File: config.mk
export PLATFORM = sky130hd
export DESIGN_NAME = cpu_branch_predictor
export DESIGN_NICKNAME = d
export VERILOG_FILES = /design/src/rtl/cpu_branch_predictor_pkg.sv /design/src/rtl/cpu_sat_counter2.sv /design/src/rtl/cpu_branch_predictor.sv
export SDC_FILE = /design/constraint.sdc
export NUM_CORES = 1
export LEC_CHECK = 0
export ABC_CLOCK_PERIOD_IN_PS = 4700
export BUFFER_PORTS_ARGS = -buffer_cell sky130_fd_sc_hd__buf_2
export CORE_MARGIN = 1
export CORE_UTILIZATION = 56
export CTS_CLUSTER_SIZE = 25
export DETAILED_ROUTE_END_ITERATION = 6
export PLACE_DENSITY = 0.76
export RECOVER_POWER = 100
export SLEW_MARGIN = 25
export SYNTH_ARGS = -nofsm -noshare
export SYNTH_HDL_FRONTEND = slang
export SYNTH_HIERARCHICAL = 1
export SYNTH_SLANG_ARGS = --single-unit
File: constraint.sdc
create_clock -name clk -period 4.7 [get_ports clk]
set_clock_uncertainty 0.05 [all_clocks]
set_input_delay 0.47 -clock clk [delete_from_list [all_inputs] [get_ports clk]]
set_output_delay 0.47 -clock clk [all_outputs]
set_load 0.02 [all_outputs]
File: src/rtl/cpu_branch_predictor_pkg.sv
// Shared definitions for the branch predictor: direction-counter encodings,
// the initial counter values used on allocation, and the update classification.
package cpu_branch_predictor_pkg;

    // 2-bit saturating direction counter states; predict taken iff bit 1 is set.
    localparam logic [1:0] BP_CTR_SNT = 2'd0;
    localparam logic [1:0] BP_CTR_WNT = 2'd1;
    localparam logic [1:0] BP_CTR_WT  = 2'd2;
    localparam logic [1:0] BP_CTR_ST  = 2'd3;

    // Counter value written when a new entry is allocated.
    localparam logic [1:0] BP_CTR_INIT_BRANCH = BP_CTR_WT;
    localparam logic [1:0] BP_CTR_INIT_JUMP   = BP_CTR_ST;

    typedef enum logic [1:0] {
        UPD_NONE   = 2'd0,
        UPD_JUMP   = 2'd1,
        UPD_BRANCH = 2'd2
    } upd_kind_e;

    // A jump flag takes priority if both type flags are ever raised together.
    function automatic upd_kind_e classify_update(input logic valid,
                                                  input logic is_jump,
                                                  input logic is_branch);
        if (!valid)
            return UPD_NONE;
        else if (is_jump)
            return UPD_JUMP;
        else if (is_branch)
            return UPD_BRANCH;
        else
            return UPD_NONE;
    endfunction

endpackage

File: src/rtl/cpu_sat_counter2.sv
// Combinational next-state for a 2-bit saturating up/down counter.
// Ports:
//   ctr      in   current counter value
//   inc      in   1 = count up (taken), 0 = count down (not taken)
//   ctr_next out  counter after one step, clamped to [SNT, ST]
module cpu_sat_counter2
    import cpu_branch_predictor_pkg::*;
(
    input  logic [1:0] ctr,
    input  logic       inc,
    output logic [1:0] ctr_next
);

    always_comb begin
        ctr_next = ctr;
        if (inc && (ctr != BP_CTR_ST))
            ctr_next = ctr + 2'd1;
        else if (!inc && (ctr != BP_CTR_SNT))
            ctr_next = ctr - 2'd1;
    end

endmodule

File: src/rtl/cpu_branch_predictor.sv
// Direct-mapped branch target buffer with 2-bit direction counters.
// Fetch looks up a PC combinationally; the resolution stage trains the table
// on the rising edge.
// Ports:
//   clk, rst_n                       clock, asynchronous active-low reset
//   flush                            invalidate every entry at the next edge
//   lookup_pc                        fetch PC
//   lookup_hit/is_jump/taken/target  prediction for lookup_pc
//   upd_valid/pc/is_jump/is_branch/taken/target  resolved control-flow outcome
module cpu_branch_predictor
    import cpu_branch_predictor_pkg::*;
#(
    parameter int XLEN    = 32,
    parameter int ENTRIES = 16
) (
    input  logic            clk,
    input  logic            rst_n,
    input  logic            flush,
    input  logic [XLEN-1:0] lookup_pc,
    output logic            lookup_hit,
    output logic            lookup_is_jump,
    output logic            lookup_taken,
    output logic [XLEN-1:0] lookup_target,
    input  logic            upd_valid,
    input  logic [XLEN-1:0] upd_pc,
    input  logic            upd_is_jump,
    input  logic            upd_is_branch,
    input  logic            upd_taken,
    input  logic [XLEN-1:0] upd_target
);

    localparam int IDX_W = $clog2(ENTRIES);
    localparam int TAG_W = XLEN - IDX_W - 2;

    // Storage: only the valid vector is reset; payload arrays are qualified by it.
    logic [ENTRIES-1:0] valid_q;
    logic [ENTRIES-1:0] valid_d;
    logic [ENTRIES-1:0] is_jump_q;
    logic [TAG_W-1:0]   tag_q    [ENTRIES];
    logic [XLEN-1:0]    target_q [ENTRIES];
    logic [1:0]         ctr_q    [ENTRIES];

    // PC bits [1:0] never take part in indexing or tagging.
    logic unused_pc_bits;
    assign unused_pc_bits = ^{lookup_pc[1:0], upd_pc[1:0]};

    // ---------------- Lookup (zero latency, reads pre-update contents) ----------
    logic [IDX_W-1:0] lk_idx;
    logic [TAG_W-1:0] lk_tag;

    assign lk_idx = lookup_pc[IDX_W+1:2];
    assign lk_tag = lookup_pc[XLEN-1:IDX_W+2];

    assign lookup_hit     = valid_q[lk_idx] && (tag_q[lk_idx] == lk_tag);
    assign lookup_is_jump = lookup_hit && is_jump_q[lk_idx];
    assign lookup_taken   = lookup_hit && (is_jump_q[lk_idx] || ctr_q[lk_idx][1]);
    assign lookup_target  = target_q[lk_idx];

    // ---------------- Update decode ---------------------------------------------
    logic [IDX_W-1:0] up_idx;
    logic [TAG_W-1:0] up_tag;
    logic             up_hit;
    upd_kind_e        up_kind;
    logic [1:0]       ctr_stepped;

    assign up_idx  = upd_pc[IDX_W+1:2];
    assign up_tag  = upd_pc[XLEN-1:IDX_W+2];
    assign up_hit  = valid_q[up_idx] && (tag_q[up_idx] == up_tag);
    assign up_kind = classify_update(upd_valid, upd_is_jump, upd_is_branch);

    cpu_sat_counter2 u_sat_counter (
        .ctr      (ctr_q[up_idx]),
        .inc      (upd_taken),
        .ctr_next (ctr_stepped)
    );

    logic       wr_en;
    logic       wr_target_en;
    logic       wr_is_jump;
    logic [1:0] wr_ctr;

    always_comb begin
        wr_en        = 1'b0;
        wr_target_en = 1'b0;
        wr_is_jump   = 1'b0;
        wr_ctr       = ctr_stepped;
        case (up_kind)
            UPD_JUMP: begin
                wr_en        = 1'b1;
                wr_target_en = 1'b1;
                wr_is_jump   = 1'b1;
                wr_ctr       = BP_CTR_INIT_JUMP;
            end
            UPD_BRANCH: begin
                if (up_hit) begin
                    // Train in place; the target only moves when the branch was taken.
                    wr_en        = 1'b1;
                    wr_target_en = upd_taken;
                end else if (upd_taken) begin
                    // Allocate over whatever lives in this slot.
                    wr_en        = 1'b1;
                    wr_target_en = 1'b1;
                    wr_ctr       = BP_CTR_INIT_BRANCH;
                end
            end
            default: ;
        endcase
    end

    // Flush overrides any same-cycle update.
    logic commit;
    assign commit = wr_en && !flush;

    // ---------------- Valid vector -----------------------------------------------
    generate
        for (genvar gi = 0; gi < ENTRIES; gi++) begin : g_valid
            assign valid_d[gi] = !flush &&
                                 (valid_q[gi] || (commit && (up_idx == IDX_W'(gi))));
        end
    endgenerate

    always_ff @(posedge clk or negedge rst_n) begin
        if (!rst_n)
            valid_q <= '0;
        else
            valid_q <= valid_d;
    end

    // ---------------- Payload arrays (no reset) ---------------------------------
    always_ff @(posedge clk) begin
        if (commit) begin
            tag_q[up_idx]     <= up_tag;
            ctr_q[up_idx]     <= wr_ctr;
            is_jump_q[up_idx] <= wr_is_jump;
            if (wr_target_en)
                target_q[up_idx] <= upd_target;
        end
    end

endmodule

==> impl_metrics.csv <==
group,metric,value,unit
sta,max_freq,220,MHz
place,gp_congestion,0.892,
synthesis,synth_cells,1936,
flow_run,cap_violations,3,
floorplan,ios,138,
power,power.density,400,nW/um^2
power,power_frac_clock,0.421,
floorplan,start_util,0.567,
final_layout,layout-drive-gt1-share,0.331,
setup_path,crit_arrival,4820,ps
cts,post-cts-setup-buffers,0,
setup_path,critPathRequiredTime,4970,ps
drt,dr.first_iter.drc_count,3033,
final_layout,fin_nets,2290,
cts,clockBufferDepth,3,
power,power_frac_seq,0.509,
drt,num_vias,22351,
final_layout,area_delta_synth_final,14.1,%
global_route,antenna_found_initial,7,
setup_path,cp_slowest_cell,"nor2_2",
setup_path,path_depth,8,
sta,max-slew-margin-rel,-0.109,
power,power.internal,15.1,mW
drt,postRouteAntennaNets,0,
cts,cts_root_buffer,"clkbuf_16",
floorplan,die_w,277,um
place,port_buffers,133,
setup_path,cp_cell_sequence,"clkbuf_1 > clkbuf_1 > clkinv_1 > clkbuf_1 > nand2_1 > clkbuf_1 > nor2_2 > clkbuf_4",
synthesis,post_synth_mux_area_share,0.234,
synthesis,yosys.area_share.simple,0.0139,
synthesis,ys_seq_area_frac,0.702,
setup_path,r2r_end,"tag_q[3][21]",
sta,setup_viol,0,
global_route,grtUsageTotal,0.284,
sta,rsz0062_at_grt,"no",
setup_path,reg2reg_setup_slack,800,ps
synthesis,async_flop_share,0.0161,
drt,routedWlPerCell,33.0,um
floorplan,num_rows,100,
synthesis,yosys.area.top_type_share,0.693,
global_route,grt_pass1_vias,23045,
sta,fin_crit,4550,ps
synthesis,synth_nets,2041,
setup_path,worstSetupStartpoint,"upd_pc[4]",
run_status,status,"finished with violations",
power,vdd_drop_max,291,uV
global_route,grt_remaining_overflow,0,
synthesis,netlist_top_cells_area,"edfxtp_1, mux4_2, mux2i_1, dfrtp_1, xnor2_1",
synthesis,synth_top_cell_by_area,"edfxtp_1",
synthesis,synth_warnings,6,
cts,cts_buffers,99,
synthesis,synthFlopType,"edfxtp_1",
global_route,grt_max_degree,53,
drt,drt-vias-per-instance,6.89,
drt,drc,0,
synthesis,synth_compound_area_frac,0.0206,
power,pwr-share-comb,0.069,
synthesis,syn_area_per_cell,21.9,sq um
setup_path,start_kind,"input pin",
power,power,19.3,mW
sta,fin_crit_sh,0.969,
setup_path,endpoint_kind,"register",
place,dpl.hpwl,61.6,mm
power,p_leak,15.4,nW
setup_path,timing.rr.start,"tag_q[7][22]",
setup_path,critPathMaxStageDelay,950,ps
synthesis,yosys.area_share.adder,0.000591,
setup_path,cpLargestDelayFamily,"buffers and inverters",
setup_path,endpoint,"target_q[3][21]",
synthesis,synth_edf_count,976,
run_status,failed_checks,"max-capacitance violations, max-slew violations",
synthesis,synth_top_family_by_area,"multiplexers",
floorplan,die_area,76700,sq um
cts,clkSinkCount,992,
drt,routed_wl,107,mm
sta,report.final.slew_viol_count,86,
setup_path,path_buf_inv,6,
sta,fin_setup_tns,0,ps
cts,cts_htree_levels,3,
setup_path,worstPathMaxFanout,19,
cts,clk-insertion-delay-late,680,ps
floorplan,die_y,277,um
sta,hold_viol,0,
setup_path,ff2ff_path_depth,10,
power,p_sw_frac,0.216,
synthesis,ys_types,61,
cts,tritoncts,"yes",
floorplan,core_region_area,74600,sq um
global_route,grt_pass1_wl,156,mm
hold_path,hold_class,"in -> reg",
setup_path,critPathKind,"in -> reg",
sta,tightestPinTransition,1660,ps
drt,drt_first_pass_iters,7,
setup_path,critPathMostFrequentCell,"clkbuf_1",
power,switching_power,4.18,mW
synthesis,ys_ff_latch,992,
synthesis,synthXorXnorAreaFrac,0.0118,
synthesis,synth_area,42300,sq um
cts,clk_pin_slew,60,ps
==> power by group through the flow <==
stage / sequential, mW / combinational [mW] / clock, mW
6_report: 9.84 / 1.34 / 8.13
5_1_grt: 9.84 / 1.41 / 8.54
4_1_cts: 9.83 / 1.36 / 8.21
3_5_place_dp: 10.0 / 1.34 / 0
3_3_place_gp: 10.0 / 1.31 / 0
2_1_floorplan: 10.0 / 0.839 / 0
==> worst min-delay path by stage <==
stage	from	end	slack, ps	cells past startpoint
after CTS	upd_target[29]	target_q[3][29]	80	1
after detailed placement	rst_n	valid_q[9]	350	1
after global placement	rst_n	valid_q[9]	340	1
after floorplan	rst_n	valid_q[0]	120	0
after global routing	flush	valid_q[6]	180	2
final	flush	valid_q[6]	190	2
==> worst register-to-register path, stage by stage (launching register included) <==
cell	delay, ps
edfxtp_1	430
mux4_2	510
nor2b_1	150
a2111oi_0	650
o2111ai_1	180
o21a_1	250
nor3_2	270
nand4_4	150
clkbuf_2	180
a211oi_4	400
clkbuf_4	340
==> synthesized netlist by cell type (11+ instances only) <==
| cell | instances |
|---|---|
| inv_1 | 26 |
| xor2_1 | 14 |
| clkbuf_1 | 45 |
| mux4_2 | 383 |
| a22oi_1 | 16 |
| dfrtp_1 | 16 |
| mux2_2 | 17 |
| o22ai_1 | 25 |
| a211oi_1 | 11 |
| nor2_1 | 30 |
| buf_2 | 40 |
| edfxtp_1 | 976 |
| nand2_1 | 29 |
| buf_1 | 18 |
| xnor2_1 | 43 |
| mux2i_1 | 105 |
==> cells in the final DEF, fill, tap and decap left out, types with 19 or more instances in the layout <==
cell type	Yosys	layout
edfxtp_1	976	976
mux4_2	383	383
clkbuf_1	45	114
mux2i_1	105	105
clkbuf_16	0	100
buf_4	9	66
xnor2_1	43	43
buf_2	40	43
nand2_1	29	29
clkinv_1	2	27
inv_1	26	26
o22ai_1	25	25
buf_12	1	23
clkbuf_2	0	19
==> cell families (layout without fill, tap and decap cells) <==
| logic type | Yosys count | count (layout) |
|---|---|---|
| other | 0 | 5 |
| multiplexers | 507 | 507 |
| flip-flops | 992 | 992 |
| XOR/XNOR | 57 | 57 |
| adder cells (fa/ha/maj) | 2 | 2 |
| AO/OA/AOI/OAI | 113 | 113 |
| AND/OR/NAND/NOR | 116 | 116 |
| buffers and inverters | 149 | 482 |
==> cell type report <==
type                            count  area (sq um)
Sequential cell                   992         29700
Fill cell                        4807         26300
Multi-Input combinational cell    795         12000
Clock buffer                      118          2570
Timing Repair Buffer              269          1850
Tap cell                          969          1210
Clock inverter                     67           812
Inverter                           28           105
Antenna cell                        5          12.5
==> routing by layer <==
layer	vias up	GRT usage	part of all wire
met5	-	0	0.00047
met4	8	0.0964	0.034
met3	253	0.0605	0.11
met2	1517	0.448	0.49
met1	11734	0.398	0.37
li1	8839	-	-
==> state kept, by name, summed over array words and instances, names as in the netlist <==
signal     count
target_q     512
is_jump_q     16
ctr_q         32
valid_q       16
tag_q        416
==> through the flow <==
step	cell area (sq um)	hold slack, ps	worst slack [ps]	std cells	utilization
floorplan	42300	124	-574	1936	-
global placement	45300	336	151	3052	0.608
detailed placement	45300	350	250	3052	0.608
CTS	48700	81.3	213	3238	0.653
global route	48300	179	24.6	3241	0.647
finish	48300	188	148	3243	0.647
==> repair_timing <==
action | 4_1_cts | 5_1_grt
endpoints found under the hold margin | 16 | 0
resized for setup | 0 | 0
hold buffers | 1 | 0
(Power assumes the default switching activity.)
